==> src/rtl/hyst_comp_real_pkg.sv <==
// ============================================================================
// Module      : hyst_comp_real_pkg
// Description : Shared fixed-point real math constants and helpers
//               (comparison opcodes, counter-width helper).
// Revision    : 1.0 - initial release
// ============================================================================
`default_nettype none

package hyst_comp_real_pkg;

  // Comparison opcodes understood by comp_real
  localparam logic [1:0] CMP_GT = 2'd0;
  localparam logic [1:0] CMP_LT = 2'd1;

  // Bits needed to hold any count in 0..max_count (never less than 1)
  function automatic int cnt_width(input int max_count);
    return (max_count < 1) ? 1 : $clog2(max_count + 1);
  endfunction

endpackage

`default_nettype wire

==> src/rtl/hyst_comp_real_comp.sv <==
// ============================================================================
// Module      : comp_real
// Description : Combinational signed fixed-point comparator. Both operands
//               are sign-extended and shifted onto the finer of the two
//               exponents before comparing, so differing formats compare
//               by real value.
// Revision    : 1.0 - initial release
// ============================================================================
`default_nettype none

module comp_real
  import hyst_comp_real_pkg::*;
#(
  parameter int         A_WIDTH = 16,
  parameter int         A_EXP   = -8,
  parameter int         B_WIDTH = 16,
  parameter int         B_EXP   = -8,
  parameter logic [1:0] OP      = CMP_GT
) (
  input  logic [A_WIDTH-1:0] a_i,
  input  logic [B_WIDTH-1:0] b_i,
  output logic               res_o
);

  // Common exponent is the smaller one: shifting left never loses bits
  localparam int C_EXP  = (A_EXP < B_EXP) ? A_EXP : B_EXP;
  localparam int C_A_SH = A_EXP - C_EXP;
  localparam int C_B_SH = B_EXP - C_EXP;
  localparam int C_A_AW = A_WIDTH + C_A_SH;
  localparam int C_B_AW = B_WIDTH + C_B_SH;
  localparam int C_W    = (C_A_AW > C_B_AW) ? C_A_AW : C_B_AW;

  logic signed [A_WIDTH-1:0] w_a_s;
  logic signed [B_WIDTH-1:0] w_b_s;
  logic signed [C_W-1:0]     w_a_al;
  logic signed [C_W-1:0]     w_b_al;

  assign w_a_s  = a_i;
  assign w_b_s  = b_i;
  assign w_a_al = C_W'(w_a_s) <<< C_A_SH;
  assign w_b_al = C_W'(w_b_s) <<< C_B_SH;

  // Strict comparison selected by opcode
  always_comb begin
    res_o = 1'b0;
    case (OP)
      CMP_GT:  res_o = (w_a_al > w_b_al);
      CMP_LT:  res_o = (w_a_al < w_b_al);
      default: res_o = 1'b0;
    endcase
  end

endmodule

`default_nettype wire

==> src/rtl/hyst_comp_real.sv <==
// ============================================================================
// Module      : hyst_comp_real
// Description : Debounced hysteresis (Schmitt) comparator for fixed-point
//               reals. In LOW it looks for in > th_hi, in HIGH for
//               in < th_lo; DEBOUNCE consecutive qualifying enabled cycles
//               flip the state and emit a one-cycle rise/fall pulse.
// Revision    : 1.0 - initial release
// ============================================================================
`default_nettype none

module hyst_comp_real
  import hyst_comp_real_pkg::*;
#(
  parameter int IN_WIDTH    = 16,
  parameter int IN_EXP      = -8,
  parameter int TH_HI_WIDTH = 16,
  parameter int TH_HI_EXP   = -8,
  parameter int TH_LO_WIDTH = 16,
  parameter int TH_LO_EXP   = -8,
  parameter int DEBOUNCE    = 1,
  parameter bit INIT        = 1'b0
) (
  input  logic                   clk,
  input  logic                   rst,
  input  logic                   cke,
  input  logic [IN_WIDTH-1:0]    in,
  input  logic [TH_HI_WIDTH-1:0] th_hi,
  input  logic [TH_LO_WIDTH-1:0] th_lo,
  output logic                   out,
  output logic                   rise,
  output logic                   fall,
  output logic                   cfg_err
);

  localparam int             C_CNT_W    = cnt_width(DEBOUNCE);
  localparam logic [C_CNT_W-1:0] C_CNT_LAST = C_CNT_W'(DEBOUNCE - 1);

  // Reject illegal debounce lengths at elaboration
  generate
    if ((DEBOUNCE < 1) || (DEBOUNCE > 255)) begin : g_bad_debounce
      $error("hyst_comp_real: DEBOUNCE must be in 1..255");
    end
  endgenerate

  logic               w_gt_hi;
  logic               w_lt_lo;
  logic               w_inverted;
  logic               w_qual;

  logic               out_q,     out_d;
  logic [C_CNT_W-1:0] cnt_q,     cnt_d;
  logic               rise_q,    rise_d;
  logic               fall_q,    fall_d;
  logic               cfg_err_q, cfg_err_d;

  comp_real #(
    .A_WIDTH (IN_WIDTH),
    .A_EXP   (IN_EXP),
    .B_WIDTH (TH_HI_WIDTH),
    .B_EXP   (TH_HI_EXP),
    .OP      (CMP_GT)
  ) u_cmp_hi (
    .a_i   (in),
    .b_i   (th_hi),
    .res_o (w_gt_hi)
  );

  comp_real #(
    .A_WIDTH (IN_WIDTH),
    .A_EXP   (IN_EXP),
    .B_WIDTH (TH_LO_WIDTH),
    .B_EXP   (TH_LO_EXP),
    .OP      (CMP_LT)
  ) u_cmp_lo (
    .a_i   (in),
    .b_i   (th_lo),
    .res_o (w_lt_lo)
  );

  // th_lo above th_hi: hysteresis band is inverted
  comp_real #(
    .A_WIDTH (TH_LO_WIDTH),
    .A_EXP   (TH_LO_EXP),
    .B_WIDTH (TH_HI_WIDTH),
    .B_EXP   (TH_HI_EXP),
    .OP      (CMP_GT)
  ) u_cmp_cfg (
    .a_i   (th_lo),
    .b_i   (th_hi),
    .res_o (w_inverted)
  );

  // The comparison that matters depends on the current state
  assign w_qual = out_q ? w_lt_lo : w_gt_hi;

  // Next-state: debounce count, state flip and transition pulses
  always_comb begin
    out_d     = out_q;
    cnt_d     = cnt_q;
    rise_d    = 1'b0;
    fall_d    = 1'b0;
    cfg_err_d = cfg_err_q;
    if (cke) begin
      cfg_err_d = w_inverted;
      if (w_qual && (cnt_q == C_CNT_LAST)) begin
        out_d  = ~out_q;
        cnt_d  = '0;
        rise_d = ~out_q;
        fall_d = out_q;
      end else if (w_qual) begin
        cnt_d = cnt_q + 1'b1;
      end else begin
        cnt_d = '0;
      end
    end
  end

  // State registers; reset discards any partial debounce run
  always_ff @(posedge clk or posedge rst) begin
    if (rst) begin
      out_q     <= INIT;
      cnt_q     <= '0;
      rise_q    <= 1'b0;
      fall_q    <= 1'b0;
      cfg_err_q <= 1'b0;
    end else begin
      out_q     <= out_d;
      cnt_q     <= cnt_d;
      rise_q    <= rise_d;
      fall_q    <= fall_d;
      cfg_err_q <= cfg_err_d;
    end
  end

  assign out     = out_q;
  assign rise    = rise_q;
  assign fall    = fall_q;
  assign cfg_err = cfg_err_q;

endmodule

`default_nettype wire

==> config.mk <==
export PLATFORM = sky130hd
export DESIGN_NAME = hyst_comp_real
export DESIGN_NICKNAME = d
export VERILOG_FILES = /design/src/rtl/hyst_comp_real_pkg.sv /design/src/rtl/hyst_comp_real_comp.sv /design/src/rtl/hyst_comp_real.sv
export SDC_FILE = /design/constraint.sdc
export NUM_CORES = 1
export LEC_CHECK = 0
export ABC_CLOCK_PERIOD_IN_PS = 1300
export CAP_MARGIN = 20
export CORE_UTILIZATION = 47
export DETAILED_ROUTE_END_ITERATION = 10
export PLACE_DENSITY_LB_ADDON = 0.08
export SYNTH_ARGS = -nofsm -noshare
export SYNTH_HDL_FRONTEND = slang
export SYNTH_SLANG_ARGS = --single-unit
==> constraint.sdc <==
create_clock -name clk -period 1.3 [get_ports clk]
set_input_delay 0.13 -clock clk [delete_from_list [all_inputs] [get_ports clk]]
set_output_delay 0.13 -clock clk [all_outputs]
set_load 0.02 [all_outputs]
==> results of run 1 <==
## through the flow
stage               TNS [ps]  area (um^2)  setup slack (ps)
floorplan               -231         1540              -192
global placement       -3110         2210              -883
detailed placement     -3340         2210              -968
## logic make-up after synthesis
group / synth area share, %
compound gates: 18.0
mux: 0.761
fa+ha+maj: 44.7
simple gates: 18.1
buf+inv: 10.8
flops: 7.61
==> results_dict.tcl, run 1 <==
set metrics [dict create \
    syn_area_per_cell_um2 7.60 \
    ys.flop_type "dfrtp_1" \
    yosysWarnings 0 \
    synth_edf_count 0 \
    cts_hold_buffers 0 \
    hpwl_um 3420 \
    cts_sinks 4 \
    synth_nets 271 \
    io_pins 55 \
    row_count 18 \
    syn_inst 173 \
    synth_cell_types 31 \
    numCtsBuffers 3 \
    gp_congestion 0.866 \
    start_util_pct 51.2 \
    place_inst 270 \
    postCtsSetupBuffers 17 \
    ys_seq_elements 4 \
    outcome "stopped before the end" \
    clockBufferDepth 2 \
    die_width_um 54.9 \
    yosysMostFrequentCell "ha_1" \
    die-height_um 54.9 \
    seq_area_frac_synth_pct 7.61 \
    htreeDepth 1 \
    cts_root_buffer "clkbuf_4" \
    io_buffers 54 \
    netlist_area_mm2 0.00132 \
    synth_area_leader_cell "ha_1" \
    synth_top_cells_by_count "ha_1, inv_1, a21oi_1" \
    async_flop_share_pct 100 \
    postCtsResizedCells 195 \
    error "[ERROR DPL-0038] Utilization greater than 100%, impossible to legalize" \
    ys_top_cells_by_area "ha_1, inv_1, dfrtp_1, a21oi_1, nand2_1" \
    synth_top_area_share_pct 44.7 \
    lastStage "clock tree synthesis" \
]
==> run 2, diff against run 1 <==
- CORE_UTILIZATION: 47 -> 35
- PLACE_DENSITY_LB_ADDON: 0.08 -> 0.15
==> run 2 against run 1 <==
  * The flow now finishes, with violations (setup timing)
  * Synthesized cell count unchanged
  * Synthesized area unchanged
==> results_dict.tcl, run 2 <==
set metrics [dict create \
    outcome "finished, violations left" \
    violations "setup timing" \
    clk_latency_ps 210 \
    syn_area_per_cell_um2 7.60 \
    layout_common_cells "ha_4, buf_4, ha_1, inv_1, buf_2" \
    report.final.hold_viol_count 0 \
    rsz0062_at_grt "true" \
    cp-start-kind "primary input" \
    slowest_stage "mux2i_1" \
    ys_top_cells_by_area "ha_1, inv_1, dfrtp_1, a21oi_1, nand2_1" \
    synth_area_leader_cell "ha_1" \
    max_cap_violations 0 \
    p_int_mw 0.804 \
    timing.hold.ws_ps 109 \
    power.total_mw 1.31 \
    grt_pass1_wl_um 6930 \
    grt_max_degree 6 \
    slew_headroom_pct 79.0 \
    vias_per_cell 5.25 \
    final_antenna_net_count 0 \
    io_buffers 54 \
    nets 353 \
    drive_above_1_share_pct 52.2 \
    io_pins 55 \
    final_common_cell "ha_4" \
    crit_chain "buf_8 > buf_6 > inv_12 > ha_4 > nand4_1 > nor2_2 > nand2_1 > o211ai_1 > mux2i_1 > a31oi_1" \
    min_period_over_period_pct 124 \
    synth_nets 271 \
    antenna_found_initial 0 \
    grt.total_usage_pct 21.6 \
    core_mm2 0.00347 \
    fmax_mhz 623 \
    switchingPower_mw 0.503 \
    cts_sinks 4 \
    grt.overflow.total 0 \
    syn_inst 173 \
    grt_pass1_vias 1689 \
    gp_congestion 0.801 \
    cts_tree "built" \
    power.density_mw_per_mm2 515 \
    setup_viol 4 \
    synth_top_area_share_pct 44.7 \
    htreeDepth 1 \
    cts.clk_slew.worst_paths_ps 30 \
    synth_edf_count 0 \
    cp.required_ps 1370 \
    async_flop_share_pct 100 \
    p_leak_nw 1.18 \
    highest_layer "met4" \
    hpwl_um 3310 \
    criticalPathCategory "in2reg" \
    power_frac_comb_pct 67.3 \
    crit_fanout 2 \
    max_stage_delay_ps 300 \
    drtPass1Iterations 6 \
    cp-end-kind "flop" \
    synth_top_cells_by_count "ha_1, inv_1, a21oi_1" \
    syn2layout_area_growth_pct 93.2 \
    antenna_cells 0 \
    drcViolationCount 0 \
    wl_met1_um 1840 \
    die_width_um 63.3 \
    cts_root_buffer "clkbuf_8" \
    fin_crit_ps 1610 \
    finClkSkew_ps 0.259 \
    die-area_mm2 0.00401 \
    die-height_um 63.3 \
    hold_path.class "in2async" \
    worst_slew_pin_slew_ps 313 \
    fin_ws_ps -306 \
    synth_cell_types 31 \
    row_count 21 \
    ys_seq_elements 4 \
    utilization_pct 73.3 \
    cp.arrival_ps 1680 \
    routed-wl-met3_um 164 \
    clockBufferDepth 2 \
    vias 1569 \
    yosysMostFrequentCell "ha_1" \
    ys.flop_type "dfrtp_1" \
    routedWlPerCell_um 15.1 \
    post-place-ws_ps -888 \
    start_util_pct 37.9 \
    seqPwrFrac_pct 12.7 \
    slew_violations 0 \
    wl_met2_um 2410 \
    netlist_area_mm2 0.00132 \
    vdd_drop_max_mv 0.298 \
    drt-initial-drc-count 125 \
    swShare_pct 38.5 \
    numCtsBuffers 3 \
    yosysWarnings 0 \
    seq_area_frac_synth_pct 7.61 \
    clkPwrFrac_pct 20.0 \
    postRouteWirelength_um 4520 \
]
[run 2: repair_timing]
item	CTS	global route
gates resized for setup	178	31
pin swaps	53	16
setup endpoints to repair	6	5
endpoints found under the hold margin	0	0
hold buffers	0	0
setup buffers	13	0
[run 2: per-layer routing]
metal | track usage [%] | up-vias
met4 | 4.26 | 0
met1 | 23.6 | 735
met2 | 42.7 | 50
met5 | 0 | -
met3 | 3.44 | 13
li1 | - | 771
[run 2: area by class of cell]
cell class                      instances  area [um^2]
Tap cell                               46         57.6
Timing Repair Buffer                   77          627
Fill cell                             281          927
Clock buffer                            3         41.3
Sequential cell                         4          100
Multi-Input combinational cell        131         1540
Inverter                               38          180
[run 2: kinds of logic after synthesis]
family | count (synthesis) | synth area share [%]
and+or+nand+nor | 44 | 18.1
DFF | 4 | 7.61
buffers and inverters | 38 | 10.8
adders and majority gates | 47 | 44.7
muxes | 1 | 0.761
AOI/OAI and AO/OA | 39 | 18.0
[run 2: path summary, 6_finish.rpt]
| kind | start | end | slack (ps) | depth (start not counted) |
|---|---|---|---|---|
| hold reg to reg | out$_DFFE_PP0P_ | rise$_DFF_PP0_ | 530 | 1 |
| min in group clk | out$_DFFE_PP0P_ | rise$_DFF_PP0_ | 530 | 1 |
| hold / removal | rst | cfg_err$_DFFE_PP0P_ | 110 | 2 |
| setup reg to reg | out$_DFFE_PP0P_ | out$_DFFE_PP0P_ | 490 | 2 |
| max in group asynchronous | rst | fall$_DFF_PP0_ | 1050 | 2 |
| setup / recovery | th_lo[14] | out$_DFFE_PP0P_ | -310 | 10 |
[run 2: critical path: cells and delay by family]
family | cells | cell delay (ps)
AO/OA/AOI/OAI | 2 | 380
adder cells (fa/ha/maj) | 1 | 260
buffers and inverters | 3 | 230
multiplexers | 1 | 300
AND/OR/NAND/NOR | 3 | 380
[run 2: power groups by stage]
stage / clock network, mW / logic (mW) / registers [mW]
after floorplan: 0 / 0.342 / 0.190
after global placement: 0 / 0.712 / 0.163
after detailed placement: 0 / 0.732 / 0.165
after CTS: 0.264 / 0.839 / 0.163
after global routing: 0.268 / 0.965 / 0.168
final: 0.261 / 0.880 / 0.167
[run 2: through the flow]
step,cells,area [um^2],setup TNS (ps)
detailed placement,285,2230,-3190
global route,299,2540,-1140
finish,299,2540,-825
CTS,300,2530,-761
global placement,285,2230,-3090
floorplan,173,1540,-231
No activity file was read; power rests on OpenSTA's default activity.
==> run 3, diff against run 2 <==
- SKIP_LAST_GASP: not set -> 1
- SLEW_MARGIN: not set -> 20
==> run 3 against run 2 <==
  * The flow still finishes with violations (setup timing)
  * Power fell by 1.8%
  * Via count is 2.7% lower
  * Global-route usage is 0.11 points higher
  * Wire length is 7.8% lower
  * Worst hold slack got worse by 0.52 ps
  * Worst setup slack improved by 92 ps
  * Die area stayed put
  * Sequential power is essentially flat
  * Fmax grew 6.1%
  * Critical path type unchanged
  * Critical endpoint is now cfg_err$_DFFE_PP0P_
  * Highest routed layer unchanged
==> results_dict.tcl, run 3 (same netlist as run 2, synthesis figures left out) <==
set metrics [dict create \
    outcome "finished, violations left" \
    violations "setup timing" \
    fillers 286 \
    cts_tree "built" \
    cts_hold_buffers 0 \
    cts_root_buffer "clkbuf_8" \
    die_width_um 63.3 \
    postRouteWirelength_um 4170 \
    fin_ws_ps -214 \
    min_period_over_period_pct 116 \
    vdd_drop_max_mv 0.293 \
    drt-initial-drc-count 66 \
    slowest_stage "nor4_4" \
    final_common_cell "ha_4" \
    max_cap_violations 0 \
    numCtsBuffers 3 \
    grt.total_usage_pct 21.7 \
    drive_above_1_share_pct 51.4 \
    slew_violations 0 \
    crit_chain "buf_2 > inv_2 > ha_4 > nand4_1 > nor4_4 > nand3_2 > nor2_2 > nor2_1 > a32o_1" \
    report.final.hold_viol_count 0 \
    fin_crit_ps 1510 \
    utilization_pct 72.9 \
    clockBufferDepth 2 \
    cp-start-kind "primary input" \
    grt_max_degree 6 \
    seq_area_um2 100 \
    grt_pass1_vias 1688 \
    io_buffers 54 \
    p_leak_nw 1.17 \
    core_mm2 0.00347 \
    max_stage_delay_ps 350 \
    final_antenna_net_count 0 \
    antenna_cells 0 \
    multi_input_area_mm2 0.00154 \
    cts_sinks 4 \
    slew_headroom_pct 79.3 \
    htreeDepth 1 \
    cp.arrival_ps 1610 \
    power.density_mw_per_mm2 508 \
    nets 353 \
    final_cell_count_no_fill 299 \
    clk_latency_ps 220 \
    fmax_mhz 661 \
    grt.overflow.total 0 \
    grt_pass1_wl_um 6980 \
    cp-end-kind "flop" \
    vias 1526 \
    drtPass1Iterations 4 \
    criticalPathCategory "in2reg" \
    gp_congestion 0.801 \
    row_count 21 \
    routedWlPerCell_um 13.9 \
    hpwl_um 3310 \
    hold_path.class "in2async" \
    finalSetupTns_ps -595 \
    die-area_mm2 0.00401 \
    vias_per_cell 5.10 \
    rsz0062_at_grt "true" \
    drcViolationCount 0 \
    start_util_pct 37.9 \
    cp.required_ps 1400 \
    crit_fanout 3 \
    finClkSkew_ps 0.166 \
    cts.clk_slew.worst_paths_ps 30 \
    worst_slew_pin_slew_ps 308 \
    place_inst 285 \
    die-height_um 63.3 \
    antenna_found_initial 0 \
    syn2layout_area_growth_pct 92.3 \
    setup_viol 4 \
    layout_common_cells "ha_4, buf_4, ha_1, inv_1, buf_2" \
    io_pins 55 \
]
==> run 3: worst max-delay path: cells and delay by family <==
kind,cells,cell delay (ps)
AO/OA/AOI/OAI,1,240
adder cells (fa/ha/maj),1,260
AND/OR/NAND/NOR,5,850
buffers and inverters,2,120
==> run 3: area by class of cell <==
type                            instances  area share, %
Multi-Input combinational cell        131           60.7
Inverter                               38           7.13
Clock buffer                            3           1.63
Timing Repair Buffer                   77           24.3
Tap cell                               46           2.28
Sequential cell                         4           3.96
==> run 3: stage by stage <==
step | cell area, um^2 | power [mW] | hold slack (ps) | setup WS (ps)
final | 2530 | 1.28 | 108 | -214
after global routing | 2530 | 1.38 | 151 | -274
after CTS | 2520 | 1.26 | 109 | -299
after detailed placement | 2230 | 0.897 | 328 | -888
after global placement | 2230 | 0.875 | 322 | -836
after floorplan | 1540 | 0.532 | -104 | -192
==> run 3: worst paths after layout <==
check | from | depth (start not counted) | slack (ps) | endpoint
min in group clk | out$_DFFE_PP0P_ | 1 | 500 | rise$_DFF_PP0_
worst min register to register | out$_DFFE_PP0P_ | 1 | 500 | rise$_DFF_PP0_
worst max-delay path | th_hi[14] | 9 | -210 | cfg_err$_DFFE_PP0P_
worst max register to register | cfg_err$_DFFE_PP0P_ | 1 | 560 | cfg_err$_DFFE_PP0P_
max in group asynchronous | rst | 2 | 1050 | rise$_DFF_PP0_
worst min-delay path | rst | 2 | 110 | out$_DFFE_PP0P_
==> run 3: where the power goes <==
group | internal, mW | switching [mW] | total, mW
Sequential | 0.147 | 0.0169 | 0.164
Clock | 0.198 | 0.0657 | 0.263
Combinational | 0.452 | 0.404 | 0.856
==> run 3: metal layers <==
metal | up-vias | track usage, % | part of all wire (%)
li1 | 769 | - | -
met5 | - | 0 | 0
met1 | 705 | 24.0 | 41
met2 | 44 | 42.6 | 52
met3 | 8 | 3.44 | 4.8
met4 | 0 | 4.26 | 1.6
==> run 3: repair_timing <==
item | in CTS | in global routing
buffers inserted | 13 | 0
gates resized for setup | 172 | 32
gates cloned | 0 | 0
endpoints found under the setup margin | 6 | 5
pin swaps | 52 | 17
==> run 4, diff against run 3 <==
- CTS_CLUSTER_SIZE: not set -> 10
==> results of run 4 <==
The final DEF is identical to that of run 3; final timing and power are the same.
